## src/rtl/xbus_arbiter_if.sv

```systemverilog
// One X-bus master/slave link: request, address, strobes, write data out;
// read data and completion pulse back.
interface xbus_arbiter_if;
  logic        XDREQ;
  logic [31:0] XADDR;
  logic [31:0] XATAO;
  logic        XRD;
  logic        XWR;
  logic [3:0]  XBE;
  logic [31:0] XATAI;
  logic        XDACK;

  // Handshake: the master holds XDREQ with address/controls stable until the
  // single-cycle XDACK pulse; the slave may ack in any cycle XDREQ is high.
  modport master (output XDREQ, XADDR, XATAO, XRD, XWR, XBE,
                  input  XATAI, XDACK);
  modport slave  (input  XDREQ, XADDR, XATAO, XRD, XWR, XBE,
                  output XATAI, XDACK);
endinterface

```

## src/rtl/xbus_arbiter.sv

```systemverilog
// Two-master round-robin X-bus arbiter with a per-transfer ack watchdog that
// completes hung transfers with 32'hdeadbeef and latches a sticky bus error.
module xbus_arbiter #(
  parameter int TIMEOUT = 255
) (
  input  logic          CLK,
  input  logic          RESN,
  xbus_arbiter_if.slave  m0,
  xbus_arbiter_if.slave  m1,
  xbus_arbiter_if.master s,
  output logic [1:0]    GNT,
  output logic          BUSERR,
  output logic [31:0]   BUSERR_ADDR,
  input  logic          ERR_CLR,
  output logic [1:0]    state_dbg
);

  localparam int CW = (TIMEOUT < 1) ? 1 : $clog2(TIMEOUT + 1);
  localparam logic [CW-1:0] CNT_LAST = CW'(TIMEOUT - 1);
  localparam logic [31:0]   ERR_DATA = 32'hdeadbeef;

  localparam logic [1:0] IDLE   = 2'd0;
  localparam logic [1:0] GRANT0 = 2'd1;
  localparam logic [1:0] GRANT1 = 2'd2;

  logic [1:0]    state;
  logic          last;
  logic [CW-1:0] cnt;
  logic          g0;
  logic          g1;
  logic          granted;
  logic          own_req;
  logic          timeout;
  logic          ack;
  logic [31:0]   rdata;

  assign g0      = (state == GRANT0);
  assign g1      = (state == GRANT1);
  assign granted = g0 | g1;
  assign own_req = (g0 & m0.XDREQ) | (g1 & m1.XDREQ);

  // Owner mux; everything toward the decoder is zero while idle.
  always_comb begin
    s.XADDR = '0;
    s.XATAO = '0;
    s.XRD   = 1'b0;
    s.XWR   = 1'b0;
    s.XBE   = '0;
    if (g0) begin
      s.XADDR = m0.XADDR;
      s.XATAO = m0.XATAO;
      s.XRD   = m0.XRD;
      s.XWR   = m0.XWR;
      s.XBE   = m0.XBE;
    end else if (g1) begin
      s.XADDR = m1.XADDR;
      s.XATAO = m1.XATAO;
      s.XRD   = m1.XRD;
      s.XWR   = m1.XWR;
      s.XBE   = m1.XBE;
    end
  end

  assign s.XDREQ = own_req;

  // A real ack in the last watchdog cycle beats the forced completion.
  assign timeout = own_req & ~s.XDACK & (cnt == CNT_LAST);
  assign ack     = granted & (s.XDACK | timeout);
  assign rdata   = timeout ? ERR_DATA : s.XATAI;

  assign m0.XDACK = g0 & ack;
  assign m1.XDACK = g1 & ack;
  assign m0.XATAI = g0 ? rdata : 32'h0;
  assign m1.XATAI = g1 ? rdata : 32'h0;

  assign GNT       = {g1, g0};
  assign state_dbg = state;

  always_ff @(posedge CLK or negedge RESN) begin
    if (!RESN) begin
      state <= IDLE;
      last  <= 1'b1;
      cnt   <= '0;
    end else begin
      case (state)
        IDLE: begin
          cnt <= '0;
          // On a tie the master that did not finish last goes first.
          if (m0.XDREQ && (!m1.XDREQ || last)) state <= GRANT0;
          else if (m1.XDREQ)                   state <= GRANT1;
        end
        GRANT0, GRANT1: begin
          if (s.XDACK || timeout) begin
            last  <= g1;
            state <= IDLE;
          end else if (!own_req) begin
            state <= IDLE;
          end else if (cnt != CNT_LAST) begin
            cnt <= cnt + CW'(1);
          end
        end
        default: state <= IDLE;
      endcase
    end
  end

  always_ff @(posedge CLK or negedge RESN) begin
    if (!RESN) begin
      BUSERR      <= 1'b0;
      BUSERR_ADDR <= 32'h0;
    end else if (timeout) begin
      BUSERR      <= 1'b1;
      BUSERR_ADDR <= s.XADDR;
    end else if (ERR_CLR) begin
      BUSERR <= 1'b0;
    end
  end

endmodule

```

## src/flat_wrapper.sv

```systemverilog
// flat-port wrapper written by rule: the top's interface ports become plain ports
module xbus_arbiter_flat 
#(
  parameter int TIMEOUT = 255
)
  (CLK, RESN, GNT, BUSERR, BUSERR_ADDR, ERR_CLR, state_dbg, m0_XDREQ, m0_XADDR, m0_XATAO, m0_XRD, m0_XWR, m0_XBE, m0_XATAI, m0_XDACK, m1_XDREQ, m1_XADDR, m1_XATAO, m1_XRD, m1_XWR, m1_XBE, m1_XATAI, m1_XDACK, s_XDREQ, s_XADDR, s_XATAO, s_XRD, s_XWR, s_XBE, s_XATAI, s_XDACK);
  xbus_arbiter_if m0_i ();
  xbus_arbiter_if m1_i ();
  xbus_arbiter_if s_i ();
  input  logic CLK;
  input  logic RESN;
  output logic [1:0] GNT;
  output logic BUSERR;
  output logic [31:0] BUSERR_ADDR;
  input  logic ERR_CLR;
  output logic [1:0] state_dbg;
  input wire logic [$bits(m0_i.XDREQ)-1:0] m0_XDREQ;
  input wire logic [$bits(m0_i.XADDR)-1:0] m0_XADDR;
  input wire logic [$bits(m0_i.XATAO)-1:0] m0_XATAO;
  input wire logic [$bits(m0_i.XRD)-1:0] m0_XRD;
  input wire logic [$bits(m0_i.XWR)-1:0] m0_XWR;
  input wire logic [$bits(m0_i.XBE)-1:0] m0_XBE;
  output wire logic [$bits(m0_i.XATAI)-1:0] m0_XATAI;
  output wire logic [$bits(m0_i.XDACK)-1:0] m0_XDACK;
  input wire logic [$bits(m1_i.XDREQ)-1:0] m1_XDREQ;
  input wire logic [$bits(m1_i.XADDR)-1:0] m1_XADDR;
  input wire logic [$bits(m1_i.XATAO)-1:0] m1_XATAO;
  input wire logic [$bits(m1_i.XRD)-1:0] m1_XRD;
  input wire logic [$bits(m1_i.XWR)-1:0] m1_XWR;
  input wire logic [$bits(m1_i.XBE)-1:0] m1_XBE;
  output wire logic [$bits(m1_i.XATAI)-1:0] m1_XATAI;
  output wire logic [$bits(m1_i.XDACK)-1:0] m1_XDACK;
  output wire logic [$bits(s_i.XDREQ)-1:0] s_XDREQ;
  output wire logic [$bits(s_i.XADDR)-1:0] s_XADDR;
  output wire logic [$bits(s_i.XATAO)-1:0] s_XATAO;
  output wire logic [$bits(s_i.XRD)-1:0] s_XRD;
  output wire logic [$bits(s_i.XWR)-1:0] s_XWR;
  output wire logic [$bits(s_i.XBE)-1:0] s_XBE;
  input wire logic [$bits(s_i.XATAI)-1:0] s_XATAI;
  input wire logic [$bits(s_i.XDACK)-1:0] s_XDACK;
  assign m0_i.XDREQ = m0_XDREQ;
  assign m0_i.XADDR = m0_XADDR;
  assign m0_i.XATAO = m0_XATAO;
  assign m0_i.XRD = m0_XRD;
  assign m0_i.XWR = m0_XWR;
  assign m0_i.XBE = m0_XBE;
  assign m0_XATAI = m0_i.XATAI;
  assign m0_XDACK = m0_i.XDACK;
  assign m1_i.XDREQ = m1_XDREQ;
  assign m1_i.XADDR = m1_XADDR;
  assign m1_i.XATAO = m1_XATAO;
  assign m1_i.XRD = m1_XRD;
  assign m1_i.XWR = m1_XWR;
  assign m1_i.XBE = m1_XBE;
  assign m1_XATAI = m1_i.XATAI;
  assign m1_XDACK = m1_i.XDACK;
  assign s_XDREQ = s_i.XDREQ;
  assign s_XADDR = s_i.XADDR;
  assign s_XATAO = s_i.XATAO;
  assign s_XRD = s_i.XRD;
  assign s_XWR = s_i.XWR;
  assign s_XBE = s_i.XBE;
  assign s_i.XATAI = s_XATAI;
  assign s_i.XDACK = s_XDACK;
  xbus_arbiter #(.TIMEOUT(TIMEOUT)) u_core (.CLK(CLK), .RESN(RESN), .m0(m0_i), .m1(m1_i), .s(s_i), .GNT(GNT), .BUSERR(BUSERR), .BUSERR_ADDR(BUSERR_ADDR), .ERR_CLR(ERR_CLR), .state_dbg(state_dbg));
endmodule
```

## config.mk

```make
export PLATFORM = sky130hd
export DESIGN_NAME = xbus_arbiter_flat
export DESIGN_NICKNAME = d
export VERILOG_FILES = /design/src/rtl/xbus_arbiter_if.sv /design/src/rtl/xbus_arbiter.sv /design/src/flat_wrapper.sv
export SDC_FILE = /design/constraint.sdc
export NUM_CORES = 1
export LEC_CHECK = 0
export ABC_AREA = 0
export CAP_MARGIN = 5
export CORE_AREA = 3 3 137 139
export DETAILED_ROUTE_END_ITERATION = 8
export DIE_AREA = 0 0 140 142
export GPL_ROUTABILITY_DRIVEN = 0
export SYNTH_ARGS = -nofsm -noshare
export SYNTH_HDL_FRONTEND = slang
export SYNTH_SLANG_ARGS = --single-unit
```

## constraint.sdc

```tcl
create_clock -name CLK -period 2.3 [get_ports CLK]
set_clock_uncertainty 0.1 [all_clocks]
set_input_delay 0.345 -clock CLK [delete_from_list [all_inputs] [get_ports CLK]]
set_output_delay 0.345 -clock CLK [all_outputs]
set_load 0.02 [all_outputs]
```

=== Word level (Yosys, flattened, before mapping) ===
Index checks and enable logic that the tools add are counted.

* Add/subtract/negate cells: 1
* Equal/unequal tests: 9
* Multiplexer cells: 24
* Bitwise operators: 11
* Reductions and logical operators: 11

{| class="wikitable"
|+ Operators with widths
! cell !! number
|-
| $mux 32 || 7
|-
| $mux 8 || 3
|-
| $pmux 8 s2 || 1
|-
| $add 8x1->8 const B || 1
|-
| $eq 8x8->1 const B || 1
|-
| $mux 2 || 4
|-
| $mux 4 || 2
|-
| $ne 8x8->1 const B || 1
|-
| $and 1x1->1 || 7
|-
| $mux 1 || 6
|-
| $ne 2x1->1 const B || 2
|-
| $pmux 2 s2 || 1
|-
| $reduce_and 2->1 || 2
|-
| $reduce_and 4->1 || 1
|-
| $reduce_bool 2->1 || 2
|-
| $ne 3x2->1 const B || 1
|-
| $ne 3x3->1 const B || 1
|-
| $or 1x1->1 || 3
|-
| $eq 2x1->1 const B || 1
|-
| $eq 2x2->1 const B || 1
|-
| $logic_not 2->1 || 1
|-
| $logic_or 1x1->1 || 2
|-
| $ne 2x2->1 const B || 1
|-
| $reduce_or 2->1 || 1
|-
| 3 further kinds || 3
|}

* Register bits: 44
* Input bits: 178

=== Longest topological paths before layout ===
Gate-level depths: netlist of run 1.

* Word-level depth: 8
* Depth in mapped cells: 9

=== Worst setup path after synthesis of run 1 ===
Ideal clock, no wire load.

* Kind: register to output
* Start point: register u_core.state[1] (netlist: u_core.state_dbg[1])
* End point: output port m0_XATAI[0]
* Arrival: 2.007 ns
* Required time: 1.855 ns
* Setup slack: -0.152 ns
* Stages on the path, launching flop included: 9
* Buffers on the path: 2
* Cell sequence: dfrtp_1 > inv_1 > ha_1 > buf_2 > a22oi_2 > nor4_4 > buf_2 > nor2_1 > nor2_1

* Word-level cells in the longest chain between the ends: 7
* Elaborated cells on any way between the ends: 9
* Classes of those cells: 2 x eq/ne; 2 x mux; 5 x bitwise

{| class="wikitable"
|+ RTL lines
! element !! line !! source
|-
| start: declaration || xbus_arbiter.sv:26 || <nowiki>logic [1:0] state;</nowiki>
|-
| start signal: assignment || xbus_arbiter.sv:81 || <nowiki>state <= IDLE;</nowiki>
|-
| start signal: assignment || xbus_arbiter.sv:89 || <nowiki>if (m0.XDREQ && (!m1.XDREQ || last)) state <= GRANT0;</nowiki>
|-
| start signal: assignment || xbus_arbiter.sv:90 || <nowiki>else if (m1.XDREQ) state <= GRANT1;</nowiki>
|-
| $eq 2x1->1 (*) || xbus_arbiter.sv:37 || <nowiki>assign g0 = (state == GRANT0);</nowiki>
|-
| via u_core.g0 || xbus_arbiter.sv:29 || <nowiki>logic g0;</nowiki>
|-
| $and 1x1->1 || xbus_arbiter.sv:40 || <nowiki>assign own_req = (g0 & m0.XDREQ) | (g1 & m1.XDREQ);</nowiki>
|-
| $or 1x1->1 || xbus_arbiter.sv:40 ||
|-
| $and 1x1->1 (2 in a row) || xbus_arbiter.sv:67 || <nowiki>assign timeout = own_req & ~s.XDACK & (cnt == CNT_LAST);</nowiki>
|-
| $mux 32 || xbus_arbiter.sv:69 || <nowiki>assign rdata = timeout ? ERR_DATA : s.XATAI;</nowiki>
|-
| $mux 32 (*) || xbus_arbiter.sv:73 || <nowiki>assign m0.XATAI = g0 ? rdata : 32'h0;</nowiki>
|-
| end: declaration || flat_wrapper.sv:23 || <nowiki>output wire logic [$bits(m0_i.XATAI)-1:0] m0_XATAI;</nowiki>
|}

The timed path passes the listed nets; every way through them passes the cells marked *.

=== Final worst setup path of run 1 ===
* Start point: register u_core.cnt[0]
* End point: output port m1_XATAI[8]

* Word-level cells in the longest chain between the ends: 4

{| class="wikitable"
|+ RTL lines
! element !! line !! source
|-
| start: declaration || xbus_arbiter.sv:28 || <nowiki>logic [CW-1:0] cnt;</nowiki>
|-
| start signal: assignment || xbus_arbiter.sv:99 || <nowiki>cnt <= cnt + CW'(1);</nowiki>
|-
| $eq 8x8->1 || xbus_arbiter.sv:67 ||
|-
| $and 1x1->1 || xbus_arbiter.sv:67 ||
|-
| $mux 32 || xbus_arbiter.sv:69 ||
|-
| $mux 32 || xbus_arbiter.sv:74 || <nowiki>assign m1.XATAI = g1 ? rdata : 32'h0;</nowiki>
|-
| end: declaration || flat_wrapper.sv:31 || <nowiki>output wire logic [$bits(m1_i.XATAI)-1:0] m1_XATAI;</nowiki>
|}

Every way passes these cells.

==> results of run 1 <==
==> critical path, stage by stage (launching register included) <==
cell and delay, ps:
sky130_fd_sc_hd__dfrtp_1 380, sky130_fd_sc_hd__inv_1 60, sky130_fd_sc_hd__ha_2 200, sky130_fd_sc_hd__nand3_4 130, sky130_fd_sc_hd__or4_4 590, sky130_fd_sc_hd__buf_6 170
sky130_fd_sc_hd__and3_4 170, sky130_fd_sc_hd__buf_6 120
==> report_power, final <==
part	switching (mW)	total (mW)	leakage (nW)	internal [mW]
clock	0.340	0.858	0.0804	0.517
sequential	0.0409	0.859	0.606	0.818
combinational	3.06	6.66	3.38	3.61
total	3.44	8.38	4.07	4.94
==> synth_stat cells (3+ instances only) <==
master                     count  area [um2]
sky130_fd_sc_hd__nand2b_1      3        18.8
sky130_fd_sc_hd__nand2_1     104         390
sky130_fd_sc_hd__o21ai_0       4        20.0
sky130_fd_sc_hd__nand3_1       3        15.0
sky130_fd_sc_hd__clkbuf_1     26        97.6
sky130_fd_sc_hd__a21oi_1       3        15.0
sky130_fd_sc_hd__o21a_1       24         180
sky130_fd_sc_hd__nor2_1       52         195
sky130_fd_sc_hd__dfrtp_1      43        1080
sky130_fd_sc_hd__and3_1       18         113
sky130_fd_sc_hd__inv_1         8        30.0
sky130_fd_sc_hd__buf_2         7        35.0
sky130_fd_sc_hd__ha_1          5        62.6
sky130_fd_sc_hd__a22o_1       70         613
==> per-layer routing <==
layer  routed length (um)  global-route usage, %  up-vias
met4                  235                   4.08        0
li1                     -                      -     2318
met2                 9450                   31.7      215
met1                 7530                   21.2     2188
met3                 1360                   4.40       10
met5                    0                      0        -
==> stage by stage <==
stage / area [um2] / utilization [%] / setup slack [ps]
finish: 8750 / 49.2 / -266
global route: 8750 / 49.2 / -341
CTS: 8500 / 47.8 / -314
detailed placement: 7560 / 42.5 / -650
global placement: 7560 / 42.5 / -621
floorplan: 3400 / - / 8.10
==> what timing repair did <==
item	4_1_cts	5_1_grt
pin swaps	18	25
hold endpoints to repair	43	0
buffers inserted	33	3
resized for setup	794	55
hold buffers	1	0
endpoints found under the setup margin	139	166
gates cloned	12	0
==> logic make-up (layout without fill, tap and decap cells) <==
| group | Yosys count | count (layout) | synth area share (%) |
|---|---|---|---|
| mux | 2 | 2 | 0.626 |
| buf+inv | 49 | 484 | 6.57 |
| fa+ha+maj | 5 | 5 | 1.96 |
| flops | 44 | 44 | 34.5 |
| compound gates | 118 | 118 | 30.5 |
| simple gates | 191 | 193 | 25.9 |
==> flip-flops by register name (all words and copies together), names as in the netlist <==
register,flops
u_core.BUSERR,1
u_core.cnt,8
u_core.state_dbg,2
u_core.BUSERR_ADDR,32
u_core.last,1
==> how the worst max path moves through the flow <==
stage                   startpoint            to
2_1_floorplan  u_core.state_dbg[1]   m0_XATAI[4]
3_3_place_gp              m1_XDREQ  m1_XATAI[17]
3_5_place_dp              m1_XDREQ  m1_XATAI[17]
4_1_cts              u_core.cnt[0]  m1_XATAI[17]
5_1_grt        u_core.state_dbg[0]  m1_XATAI[12]
6_report             u_core.cnt[0]   m1_XATAI[8]
==> final cells by class <==
class / instances / share of cell area, %
repair buffers: 467 / 54.8
clock inverters: 3 / 0.529
well taps: 229 / 3.28
multi-input cells: 318 / 27.0
inverters: 9 / 0.386
clock buffers: 5 / 1.43
flip-flops and latches: 44 / 12.6
==> out/qor.txt, run 1 <==
GLOBAL ROUTE
-------------------------------------------------------------------------------------------
Wire length of the first global-routing pass                                       27700 um
Number of antenna violations at the first check in global routing                         0
Global-route congestion overflow total                                                    0
Via count of the first global-routing pass                                             4796
Global-route usage over all layers                                                    17.6%
Maximum number of pins on one net before global-route repair                             45

CLOCK NETWORK
-------------------------------------------------------------------------------------------
Clock slew at reported path FFs                                                       80 ps
Clock Tree Buf Depth                                                                      2
Clock tree from TritonCTS                                                             built
Later-pin clock latency in the skew report                                           300 ps
Number of clock buffers inserted by TritonCTS                                             5
H-tree level count                                                                        2
Total number of clock tree sinks                                                         44
Clock root buffer                                                              sky130_fd_sc_hd__clkbuf_16

SYNTH
-------------------------------------------------------------------------------------------
Share of synthesized area occupied by flip-flops and latches                          34.5%
Yosys warns                                                                               0
Syn Nets                                                                                592
Share of flip-flops with an asynchronous set or reset after synthesis                  100%
Count of flip-flops with a built-in enable after synthesis                                0
Post-synthesis cell count                                                               409
Synth Register Bits                                                                      44
Area of the mapped netlist                                                         3200 um2
Mean instance size in the synthesized netlist                                      7.82 um2
Most frequently used flop master after synthesis                               sky130_fd_sc_hd__dfrtp_1
Number of distinct standard cells referenced by the synthesized netlist                  46

STA
-------------------------------------------------------------------------------------------
Final hold viol count                                                                     0
Sum Neg Setup Slack                                                               -16480 ps
Hold slack                                                                           370 ps
Unrepaired setup endpoints after global routing                                         yes
Minimum period implied by the final worst setup slack                               2570 ps
Slew at the pin closest to its max-slew limit                                        421 ps
Worst-case headroom to the max-slew limit                                             72.0%
Final setup vio count                                                                   123
Worst Slack Setup Final                                                             -266 ps
Upper clock frequency limit                                                         390 MHz
Number of pins exceeding their max-slew limit in the final report                         0
Final worst-path cycle share                                                           112%

FINISH
-------------------------------------------------------------------------------------------
Most frequent cells in the layout                                              sky130_fd_sc_hd__clkdlybuf4s50_1 (211), sky130_fd_sc_hd__buf_6 (124), sky130_fd_sc_hd__nand2_1 (104)
FF+latch area                                                                      1100 um2
Layout cell share with drive strength beyond 1                                        42.6%
Commonest non-fill, non-tap cell in the layout                                 sky130_fd_sc_hd__clkdlybuf4s50_1
Layout fillers                                                                         1705
Nets                                                                                   1028
Layout overhead on the synthesized area                                                173%
Count of antenna diodes in the layout                                                     0
Non-filler instance count after layout                                                 1075
Multi-input gate area in the final layout                                          2360 um2

WORST HOLD PATH
-------------------------------------------------------------------------------------------
Startpoint of the lowest-slack hold path                                       u_core.BUSERR_ADDR[1]
Count of cells along the worst hold path                                                  2
Type of the most critical hold path                                                 reg2reg
Hold Path Sink                                                                 u_core.BUSERR_ADDR[1]

SETUP PATH
-------------------------------------------------------------------------------------------
Endpoint class of the critical path                                              output pin
Type of element launching the critical path                                       flip-flop
Required time at the endpoint of the critical path                                  1860 ps
Cell depth of the worst flop-to-flop path                                                11
Worst flop-to-flop path startpoint                                             u_core.state_dbg[0]
Reg2Reg Capture Point                                                          u_core.cnt[7]
Startpoint-to-endpoint class of the critical path                                   reg2out
Critical path peak fanout                                                                 5
Data arrival at the endpoint of the critical path                                   2120 ps
Worst reg2reg setup slack                                                             10 ps

DIE
-------------------------------------------------------------------------------------------
Number of ports placed on the die boundary                                              352
Core region area                                                                  17800 um2
Chip width                                                                           140 um
Area of the die                                                                   19900 um2
Effective utilization at floorplan                                                    18.0%
Cell Rows                                                                                49
Die Y                                                                                142 um

PLACEMENT
-------------------------------------------------------------------------------------------
Number of I/O port buffers                                                              351
Final HPWL from detailed placement                                                 13000 um
Cell Count Post-Placement                                                              1019

ROUTE
-------------------------------------------------------------------------------------------
Average wire per standard cell                                                      17.3 um
Aggregate routed wire length                                                       18600 um
Avg Vias per Cell                                                                      4.40
Number of nets with antenna violations after detailed routing                             0
DR pass1 iterations                                                                       5
Vias after detailed routing                                                            4731
Number of design-rule violations left by the first detailed-router iteration            107
Residual DRC                                                                              0

POWER
-------------------------------------------------------------------------------------------
Leakage power summed over all cells                                                 4.07 nW
Max VDD drop                                                                       0.507 mV
Power, Total                                                                        8.38 mW
Power density relative to cell area                                              958 nW/um2

RUN STATUS
-------------------------------------------------------------------------------------------
Failing checks                                                                 negative setup slack
Outcome                                                                        finished, violations left

FLOW RUN
-------------------------------------------------------------------------------------------
Number of max-cap violations                                                              0

(Power assumes the default switching activity.)
==> inputs of run 2 (changes only) <==
--- a/config.mk
+++ b/config.mk
@@ -6,6 +6,7 @@
 export NUM_CORES = 1
 export LEC_CHECK = 0
 export ABC_AREA = 0
+export ABC_CLOCK_PERIOD_IN_PS = 2300
 export CAP_MARGIN = 5
 export CORE_AREA = 3 3 137 139
 export DETAILED_ROUTE_END_ITERATION = 8
==> results of run 2 <==
No change in the layout: final DEF, timing and power equal those of run 1.
